[src/rtl/atax_inv_pkg.sv]
// Shared types and default widths for the atax call sequencer.
// The job_t payload is sized by ADDR_W_DEF; instances must keep ADDR_W equal to it.
package atax_inv_pkg;

  localparam int ADDR_W_DEF = 64;
  localparam int CYC_W_DEF  = 32;
  localparam int CNT_W_DEF  = 16;

  typedef enum logic [1:0] {
    IDLE,
    ISSUE,
    WAIT
  } state_t;

  typedef struct packed {
    logic [ADDR_W_DEF-1:0] A;
    logic [ADDR_W_DEF-1:0] x;
    logic [ADDR_W_DEF-1:0] y_out;
  } job_t;

endpackage

[src/rtl/atax_invoker_if.sv]
// Call/return port bundle between the sequencer (master) and the atax component (slave).
interface atax_invoker_if
  import atax_inv_pkg::*;
#(
  parameter int ADDR_W = ADDR_W_DEF
);

  logic              start;
  logic              busy;
  logic [ADDR_W-1:0] A;
  logic [ADDR_W-1:0] x;
  logic [ADDR_W-1:0] y_out;
  logic              done;
  logic              stall;

  modport master (output start, A, x, y_out, stall, input busy, done);
  modport slave  (input start, A, x, y_out, stall, output busy, done);

endinterface

[src/rtl/atax_job_fifo.sv]
// Synchronous job FIFO; the head is read from registered storage, so a pushed
// entry is first visible the cycle after the push (no pass-through).
module atax_job_fifo
  import atax_inv_pkg::*;
#(
  parameter int DEPTH = 4
) (
  input  logic clock,
  input  logic resetn,
  input  logic push,
  input  logic pop,
  input  job_t wr_data,
  output job_t head,
  output logic full,
  output logic empty
);

  localparam int PTR_W = $clog2(DEPTH);

  job_t             mem [DEPTH];
  logic [PTR_W-1:0] wr_ptr;
  logic [PTR_W-1:0] rd_ptr;
  logic [PTR_W:0]   count;

  // NOTE: state updates use non-blocking assignments so every register samples pre-edge values.
  always_ff @(posedge clock) begin
    if (!resetn) begin
      wr_ptr <= '0;
      rd_ptr <= '0;
      count  <= '0;
    end else begin
      if (push) wr_ptr <= wr_ptr + 1'b1;
      if (pop)  rd_ptr <= rd_ptr + 1'b1;
      case ({push, pop})
        2'b10:   count <= count + 1'b1;
        2'b01:   count <= count - 1'b1;
        default: count <= count;
      endcase
    end
  end

  // NOTE: storage is not reset; the pointers and count alone decide what is valid.
  always_ff @(posedge clock) begin
    if (push) mem[wr_ptr] <= wr_data;
  end

  assign head  = mem[rd_ptr];
  assign full  = (count == (PTR_W + 1)'(DEPTH));
  assign empty = (count == '0);

endmodule

[src/rtl/atax_invoker.sv]
// Upstream call sequencer for the atax component: queues job descriptors, issues
// one call at a time, times each call and publishes one result record per job.
module atax_invoker
  import atax_inv_pkg::*;
#(
  parameter int ADDR_W = ADDR_W_DEF,
  parameter int DEPTH  = 4,
  parameter int CYC_W  = CYC_W_DEF,
  parameter int CNT_W  = CNT_W_DEF
) (
  input  logic              clock,
  input  logic              resetn,
  input  logic              job_valid,
  output logic              job_ready,
  input  logic [ADDR_W-1:0] job_A,
  input  logic [ADDR_W-1:0] job_x,
  input  logic [ADDR_W-1:0] job_y_out,
  atax_invoker_if.master    call,
  output logic              res_valid,
  input  logic              res_ready,
  output logic [CYC_W-1:0]  res_cycles,
  output logic [CNT_W-1:0]  jobs_done,
  output logic              idle,
  output logic              proto_err
);

  state_t           state;
  logic [CYC_W-1:0] cyc;
  job_t             head;
  logic             full;
  logic             empty;
  logic             push;
  logic             pop;
  logic             ret_acc;

  assign job_ready  = !full;
  assign push       = job_valid && !full;
  assign pop        = (state == ISSUE) && call.start && !call.busy;
  assign call.stall = res_valid && !res_ready;
  assign ret_acc    = (state == WAIT) && call.done && !call.stall;
  assign idle       = empty && (state == IDLE) && !res_valid;

  atax_job_fifo #(.DEPTH(DEPTH)) u_fifo (
    .clock   (clock),
    .resetn  (resetn),
    .push    (push),
    .pop     (pop),
    .wr_data ('{A: job_A, x: job_x, y_out: job_y_out}),
    .head    (head),
    .full    (full),
    .empty   (empty)
  );

  always_ff @(posedge clock) begin
    if (!resetn) begin
      state      <= IDLE;
      call.start <= 1'b0;
      call.A     <= '0;
      call.x     <= '0;
      call.y_out <= '0;
      cyc        <= '0;
      res_valid  <= 1'b0;
      res_cycles <= '0;
      jobs_done  <= '0;
      proto_err  <= 1'b0;
    end else begin
      if (call.done && (state != WAIT)) proto_err <= 1'b1;
      // A return accepted in WAIT below overrides this clear with fresh data.
      if (res_valid && res_ready) res_valid <= 1'b0;

      // NOTE: every branch either assigns or holds a register, and the default arm
      // recovers illegal encodings, so no latch or stuck state can be inferred.
      case (state)
        IDLE: begin
          if (!empty) begin
            state      <= ISSUE;
            call.start <= 1'b1;
            call.A     <= head.A;
            call.x     <= head.x;
            call.y_out <= head.y_out;
          end
        end
        ISSUE: begin
          if (!call.busy) begin
            call.start <= 1'b0;
            cyc        <= CYC_W'(1);
            state      <= WAIT;
          end
        end
        WAIT: begin
          if (cyc != '1) cyc <= cyc + 1'b1;
          if (ret_acc) begin
            res_cycles <= cyc;
            res_valid  <= 1'b1;
            jobs_done  <= jobs_done + 1'b1;
            state      <= IDLE;
          end
        end
        default: begin
          state      <= IDLE;
          call.start <= 1'b0;
        end
      endcase
    end
  end

endmodule

[src/flat_wrapper.sv]
// flat-port wrapper written by rule: the top's interface ports become plain ports
module atax_invoker_flat import atax_inv_pkg::*;
#(
  parameter int ADDR_W = ADDR_W_DEF,
  parameter int DEPTH  = 4,
  parameter int CYC_W  = CYC_W_DEF,
  parameter int CNT_W  = CNT_W_DEF
)
  (clock, resetn, job_valid, job_ready, job_A, job_x, job_y_out, res_valid, res_ready, res_cycles, jobs_done, idle, proto_err, call_start, call_A, call_x, call_y_out, call_stall, call_busy, call_done);
  atax_invoker_if #(.ADDR_W(ADDR_W)) call_i ();
  input  logic clock;
  input  logic resetn;
  input  logic job_valid;
  output logic job_ready;
  input  logic [ADDR_W-1:0] job_A;
  input  logic [ADDR_W-1:0] job_x;
  input  logic [ADDR_W-1:0] job_y_out;
  output logic res_valid;
  input  logic res_ready;
  output logic [CYC_W-1:0] res_cycles;
  output logic [CNT_W-1:0] jobs_done;
  output logic idle;
  output logic proto_err;
  output wire logic [$bits(call_i.start)-1:0] call_start;
  output wire logic [$bits(call_i.A)-1:0] call_A;
  output wire logic [$bits(call_i.x)-1:0] call_x;
  output wire logic [$bits(call_i.y_out)-1:0] call_y_out;
  output wire logic [$bits(call_i.stall)-1:0] call_stall;
  input wire logic [$bits(call_i.busy)-1:0] call_busy;
  input wire logic [$bits(call_i.done)-1:0] call_done;
  assign call_start = call_i.start;
  assign call_A = call_i.A;
  assign call_x = call_i.x;
  assign call_y_out = call_i.y_out;
  assign call_stall = call_i.stall;
  assign call_i.busy = call_busy;
  assign call_i.done = call_done;
  atax_invoker #(.ADDR_W(ADDR_W), .DEPTH(DEPTH), .CYC_W(CYC_W), .CNT_W(CNT_W)) u_core (.clock(clock), .resetn(resetn), .job_valid(job_valid), .job_ready(job_ready), .job_A(job_A), .job_x(job_x), .job_y_out(job_y_out), .call(call_i), .res_valid(res_valid), .res_ready(res_ready), .res_cycles(res_cycles), .jobs_done(jobs_done), .idle(idle), .proto_err(proto_err));
endmodule
[config.mk]
export PLATFORM = sky130hd
export DESIGN_NAME = atax_invoker_flat
export DESIGN_NICKNAME = d
export VERILOG_FILES = /design/src/rtl/atax_inv_pkg.sv /design/src/rtl/atax_invoker_if.sv /design/src/rtl/atax_job_fifo.sv /design/src/rtl/atax_invoker.sv /design/src/flat_wrapper.sv
export SDC_FILE = /design/constraint.sdc
export NUM_CORES = 1
export LEC_CHECK = 0
export BUFFER_PORTS_ARGS = -buffer_cell sky130_fd_sc_hd__buf_2
export CORE_MARGIN = 5
export CORE_UTILIZATION = 49
export CTS_CLUSTER_DIAMETER = 150
export DETAILED_ROUTE_END_ITERATION = 10
export GPL_ROUTABILITY_DRIVEN = 0
export PLACE_DENSITY = 0.66
export SKIP_CTS_REPAIR_TIMING = 1
export SYNTH_ARGS = -nofsm -noshare
export SYNTH_HDL_FRONTEND = slang
export SYNTH_SLANG_ARGS = --single-unit
[constraint.sdc]
create_clock -name clock -period 8.1 [get_ports clock]
set_input_delay 1.62 -clock clock [delete_from_list [all_inputs] [get_ports clock]]
set_output_delay 1.62 -clock clock [all_outputs]
set_load 0.1 [all_outputs]
# Yosys cells after proc, flatten, opt, wreduce, memory -nomap -nowiden

Memory sizes are Yosys's and may differ from the RTL's. A register that Yosys moved wholly into a read port is not among the register bits.
Index checks and enable logic that the tools add are counted.

ROM bits: 0
Register bits after elaboration: 92
Memory bits (writable): 768
Logic and storage cells: 71
Memories: 1
Bits in latches: 0
Input bits: 198

Bitwise operators: 2
Mux-type cells: 16
Divide/modulo/power cells: 0
Equal/unequal tests: 11
Multiply operators: 0
Add/sub/neg operators: 6
Shifts and indexed selects: 0
Magnitude comparators: 0
Reductions and logical operators: 25

Memories:

| name              | depth | bits a word | rd ports | clocked after memory_dff | wr ports | line                | text |
|---|---|---|---|---|---|---|---|
| u_core.u_fifo.mem | 4     | 192         | 1        | 1                        | 1        | atax_job_fifo.sv:20 | `job_t mem [DEPTH];` |

Operator list:

| operator              | number |
|---|---|
| $mux 32               | 2 |
| $pmux 32 s2           | 1 |
| $add 32x1->32 const B | 1 |
| $ne 32x32->1 const B  | 1 |
| $add 16x1->16 const B | 1 |
| $logic_and 1x1->1     | 10 |
| $reduce_and 3->1      | 3 |
| $ne 2x2->1 const B    | 4 |
| $mux 1                | 7 |
| $logic_not 1->1       | 6 |
| $mux 2                | 3 |
| $pmux 2 s3            | 1 |
| $pmux 3 s2            | 1 |
| $add 2x1->2 const B   | 2 |
| $eq 2x1->1 const B    | 2 |
| $eq 2x2->1 const B    | 2 |
| $reduce_and 2->1      | 2 |
| $reduce_bool 2->1     | 2 |
| $add 3x1->3 const B   | 1 |
| $eq 3x3->1 const B    | 1 |
| $logic_not 3->1       | 1 |
| $pmux 1 s3            | 1 |
| $sub 3x1->3 const B   | 1 |
| $logic_not 2->1       | 1 |
| 2 further kinds       | 3 |

# Longest topological paths before layout

Depth after elaboration: 6
Mapped depth: 10
Mapped depth without buffers: 10

# Cells and area by module

A second synthesis with hierarchy kept.

Cell total of the unflattened synthesis: 2346
Area, all modules: 38540.7 um2

By module, submodules not included:

| module        | times used | seq. area each (um2) | area an instance (um2) | cells each |
|---|---|---|---|---|
| atax_job_fifo | 1          | 23242.3              | 28357.2                | 1049 |
| atax_invoker  | 1          | 5545.3               | 10183.5                | 1297 |

# Worst setup path after synthesis

OpenSTA, ideal clock, no wires.

Path kind: input port to flip-flop
Start: input port job_valid
End: memory u_core.u_fifo.mem[3][0] in the netlist's numbering, enable pin
Arrival time: 6059 ps
Library setup time: 577 ps
Path slack: 1464 ps
Cell stages on the path: 1
Buffers on the path: 0
Cell sequence: and3_1

Word-level cells in the longest chain between the ends: 3

Ends and longest elaborated chain:

| element                      | line                | text |
|---|---|---|
| start: declaration           | flat_wrapper.sv:13  | `input logic job_valid;` |
| $logic_and 1x1->1            | atax_invoker.sv:37  | `assign push = job_valid && !full;` |
| $mux 1                       | atax_job_fifo.sv:44 | `if (push) mem[wr_ptr] <= wr_data;` |
| $mux 1 (implied by the code) | atax_job_fifo.sv:44 |  |
| end: declaration             | atax_job_fifo.sv:20 |  |

No other way between the ends.

# Final worst setup path

Start: input port res_ready
End: output port call_stall

Word-level cells in the longest chain between the ends: 2

Ends and longest elaborated chain:

| element            | line               | text |
|---|---|---|
| start: declaration | flat_wrapper.sv:19 | `input logic res_ready;` |
| $logic_not 1->1    | atax_invoker.sv:39 | `assign call.stall = res_valid && !res_ready;` |
| $logic_and 1x1->1  | atax_invoker.sv:39 |  |
| end: declaration   | flat_wrapper.sv:28 | `output wire logic [$bits(call_i.stall)-1:0] call_stall;` |

No other way between the ends.

==> summary by stage <==
Cells and area
The fraction of final layout cells sized beyond drive strength 1 is 0.297. After the last flow step, the layout net total stands at 2,982. The count of cells in the finished layout, fillers not included, comes to roughly 3,900. Relative to the synthesized area, the layout overhead comes to 17.5%.

CTS
The total clock buffers created by CTS is 104. Clock-pin slew was measured on the worst setup and hold paths at 0.06 ns. The level count of the clock H-tree is 3. The clock tree from TritonCTS is yes.

Clock tree synthesis selected as its root buffer the cell sky130_fd_sc_hd__clkbuf_16. The maximum clock path buffer count is 3. Clock tree synthesis found a total of 1,052 sinks. For the worst-skew pair, the clock arrives at the later sink with an insertion delay of 0.65 ns.

Drt
The total number of vias is 21,600. The detailed-route wire length per cell is ~23 um. In the routed design, unresolved DRC markers number 0. The first detailed-routing pass ran for 5 iterations. The routed design uses 5230 um of met3 wire. The detail route stage leaves a number of antenna-violating nets equal to 0. The number of violations reported at the end of detailed-routing iteration 0 is ~1,600. The routed metal-1 wire length is around 36,000 um.

The uppermost signal routing layer after detailed routing is met5. The per-cell via count in the routed design is 5.48. The wire length on met2 is 45,400 um. Summed over all layers, the routed wires come to 89,100 um.

Timing
For the pin with the worst max-slew slack, the measured transition is 1.23 ns. Static timing analysis puts the maximum clock frequency at 245 MHz. The final worst clock skew is 0.0176 ns. The worst pin sits at a relative slew slack of 0.178. Of the available clock period, the critical path in the final layout requires 0.503. The final count of hold timing violations came to 0.

In the post-route analysis, the smallest setup slack over all paths is 4.02 ns. The number of slew-limit violations in the final report is 0. The setup total negative slack is 0 ns. Setup repair after global routing left no endpoint under its margin. The worst path needs around 4.1 ns of the cycle, external delays included. Setup violations remaining at the end of the flow were counted as 0.

Placed design
The number of placed instances, taps included, is about 3,700. Once detailed placement completed, the half-perimeter wirelength came to about 53,000 um. The worst-case setup slack after placement is between 4 and 5 ns. Input and output buffers added on the ports amount to about 440.

Logic synthesis
The cell count after synthesis is approximately 2,300. Of the total synthesized cell area, the portion taken by AND, OR, NAND and NOR gates is 0.0669. Yosys printed 0 warnings. The net count after synthesis is 2,548. Of the post-synthesis cell area, the dominant cell type holds 0.597. The total standard cell area after synthesis is roughly 0.039 mm^2.

The area fraction in compound gates after synthesis is 0.0543. Each instance of the synthesized netlist takes up on average 16.5 um^2. The flop and latch count out of synthesis is 1,052.

By area, the combinational part of the netlist is dominated by multiplexers. Ranked by instance count, the synthesized netlist is headed by sky130_fd_sc_hd__edfxtp_1 (768), sky130_fd_sc_hd__nand2_1 (474), sky130_fd_sc_hd__dfxtp_1 (284). The unique cell type count in the Yosys netlist is 64.

The most frequently used cell type in the post-synthesis netlist is sky130_fd_sc_hd__edfxtp_1. The cell taking the most area after synthesis is sky130_fd_sc_hd__edfxtp_1. The most instantiated flip-flop cell in the synthesis netlist is sky130_fd_sc_hd__edfxtp_1. The sequential share of the synthesized area is 0.744. The mux cell area share after synthesis is 0.112. In the synthesized netlist the async set-or-reset flop fraction comes to 0. The number of enable flip-flop cells after synthesis is 768. Of the total synthesized cell area, the portion taken by full adders, half adders and majority gates is 0.00279. Of the total synthesized cell area, the portion taken by XOR and XNOR cells is 0.00385. By area the synthesized netlist is led by sky130_fd_sc_hd__edfxtp_1 (60%), sky130_fd_sc_hd__dfxtp_1 (15%), sky130_fd_sc_hd__mux4_2 (11%), sky130_fd_sc_hd__nand2_1 (4.6%), sky130_fd_sc_hd__a21boi_0 (2.7%).

Worst hold path
In this run the worst hold path is classified as reg2reg.

Pwr
The internal power consumption is 9380 uW. The share of total power dissipated in combinational logic is 0.166. VDD sags by at most 0.226 mV. The power per cell area is 293 mW/mm^2. Summed over all cells, the static leakage comes to between 0.015 and 0.02 uW.

The switching share of power is 0.295. The net switching power is 3920 uW. The part of the power in the clock network is 0.361.

The part of the power in registers is 0.473.

Critical path
The critical path's largest stage delay is 0.43 ns. The critical path goes through buf_2, nand2b_1, inv_1, buf_2. Data on the critical path is required at its endpoint by 6.48 ns. Along the worst path, the maximum fanout reaches 5. The data arrival time of the critical path is ~2.5 ns.

On the critical path, the stage with the largest delay is an instance of sky130_fd_sc_hd__buf_2. The critical path is of the in2out type. The cell that appears most often on the critical path is sky130_fd_sc_hd__buf_2.

The worst setup path is launched from an input port. The kind of end point of the critical path is an output pin.

Global routing
The number of global-route vias before repair came to 22,200. The first-pass GRT wire length is 136,000 um. The maximum number of pins on one net before global-route repair is 105.

For this run the aggregate overflow at the end of global routing stands at 0. The overall routing resource usage is 0.207. The initial antenna violation count was 36.

Floorplan
The area of the die is 0.0846 mm^2. The number of I/O pins is 444. The initial utilization of the core area, before any placement, comes to 0.491. The site row count is around 100. The floorplan step set the die height to approximately 290 um. The total area inside the core boundary comes to 0.0786 mm^2. Measured along the x axis, the die boundary spans 291 um.

Status
The run finished with clean final reports.

Flow run
Max-cap violations in this run came to 0.
[placed cells by master (no fill, tap or decap), types with 6 or more instances in the layout]
cell type and n:
sky130_fd_sc_hd__edfxtp_1 768, sky130_fd_sc_hd__nand2_1 473, sky130_fd_sc_hd__buf_2 442, sky130_fd_sc_hd__dfxtp_1 282
sky130_fd_sc_hd__mux4_2 192, sky130_fd_sc_hd__a21boi_0 137, sky130_fd_sc_hd__a21oi_1 121, sky130_fd_sc_hd__clkbuf_16 107
sky130_fd_sc_hd__clkinv_2 26, sky130_fd_sc_hd__nor2_1 24, sky130_fd_sc_hd__diode_2 22, sky130_fd_sc_hd__and2_1 17
sky130_fd_sc_hd__nand3_1 17, sky130_fd_sc_hd__clkbuf_8 17, sky130_fd_sc_hd__clkbuf_1 16, sky130_fd_sc_hd__buf_4 16
sky130_fd_sc_hd__o22a_1 14, sky130_fd_sc_hd__inv_1 13, sky130_fd_sc_hd__nand4_1 13, sky130_fd_sc_hd__o21ai_0 13
sky130_fd_sc_hd__xnor2_1 11, sky130_fd_sc_hd__or3_1 10, sky130_fd_sc_hd__clkinv_1 10, sky130_fd_sc_hd__a31oi_1 8
sky130_fd_sc_hd__bufinv_16 8, sky130_fd_sc_hd__nor3_1 7, sky130_fd_sc_hd__ha_1 7, sky130_fd_sc_hd__xor2_1 6
[power by group through the flow]
stage | registers, uW | clock network (uW) | logic [uW]
6_report | 6290 | 4810 | 2200
5_1_grt | 6320 | 5150 | 2310
4_1_cts | 6290 | 4910 | 2230
3_5_place_dp | 6400 | 0 | 2230
3_3_place_gp | 6380 | 0 | 2200
2_1_floorplan | 7470 | 0 | 628
[kinds of logic (layout without fill, tap and decap cells)]
logic type               count (synthesis)  after routing
other                                    0             22
AO/OA/AOI/OAI                          318            318
flip-flops                            1052           1052
AND/OR/NAND/NOR                        605            605
adder cells (fa/ha/maj)                  8              8
multiplexers                           193            193
XOR/XNOR                                17             17
buffers and inverters                  149            671
[stage by stage]
| stage | util | cell area, um^2 | hold slack, ns | power, uW |
|---|---|---|---|---|
| floorplan | - | 38600 | 0.450 | 8100 |
| global placement | 0.532 | 41900 | 0.440 | 8590 |
| detailed placement | 0.532 | 41900 | 0.445 | 8630 |
| CTS | 0.577 | 45400 | 0.453 | 13400 |
| global route | 0.577 | 45400 | 0.474 | 13800 |
| finish | 0.578 | 45400 | 0.452 | 13300 |
[layer usage]
| metal | global-route usage | vias up |
|---|---|---|
| met4 | 0.0703 | 14 |
| met5 | 0 | - |
| met1 | 0.264 | 10900 |
| met2 | 0.356 | 636 |
| met3 | 0.0424 | 162 |
| li1 | - | 9797 |
[worst max-delay path: cells and delay by family]
family / cells / cell delay (ns)
AND/OR/NAND/NOR: 1 / 0.20
buffers and inverters: 3 / 0.63
[registers in the layout, summed over array words and instances, names as in the netlist]
name                  cells
u_core.res_cycles        32
u_core.u_fifo.mem       768
u_core.call.A            64
u_core.state              2
u_core.proto_err          1
u_core.call.start         1
u_core.call.y_out        64
u_core.u_fifo.rd_ptr      2
u_core.call.x            64
u_core.jobs_done         16
u_core.u_fifo.count       3
u_core.u_fifo.wr_ptr      2
u_core.cyc               32
u_core.res_valid          1
[cell type report]
class	count	area (um^2)
fill	6111	33200
sequential	1052	28800
multi-input combinational	1141	9300
clock buffer	140	2970
timing repair buffer	463	2430
tap	1050	1310
clock inverter	54	523
inverter	14	55.1
antenna	22	55.1
[path summary, 6_finish.rpt]
kind | startpoint | end | slack [ns] | depth (start not counted)
worst max-delay path | res_ready | call_stall | 4.02 | 4
worst min-delay path | u_core.call.y_out[34] | u_core.call.y_out[34] | 0.45 | 2
worst min register to register | u_core.call.y_out[34] | u_core.call.y_out[34] | 0.45 | 2
worst max register to register | u_core.u_fifo.rd_ptr[0] | u_core.call.y_out[3] | 5.02 | 5
Note: power is estimated with default switching activity, not from simulation.
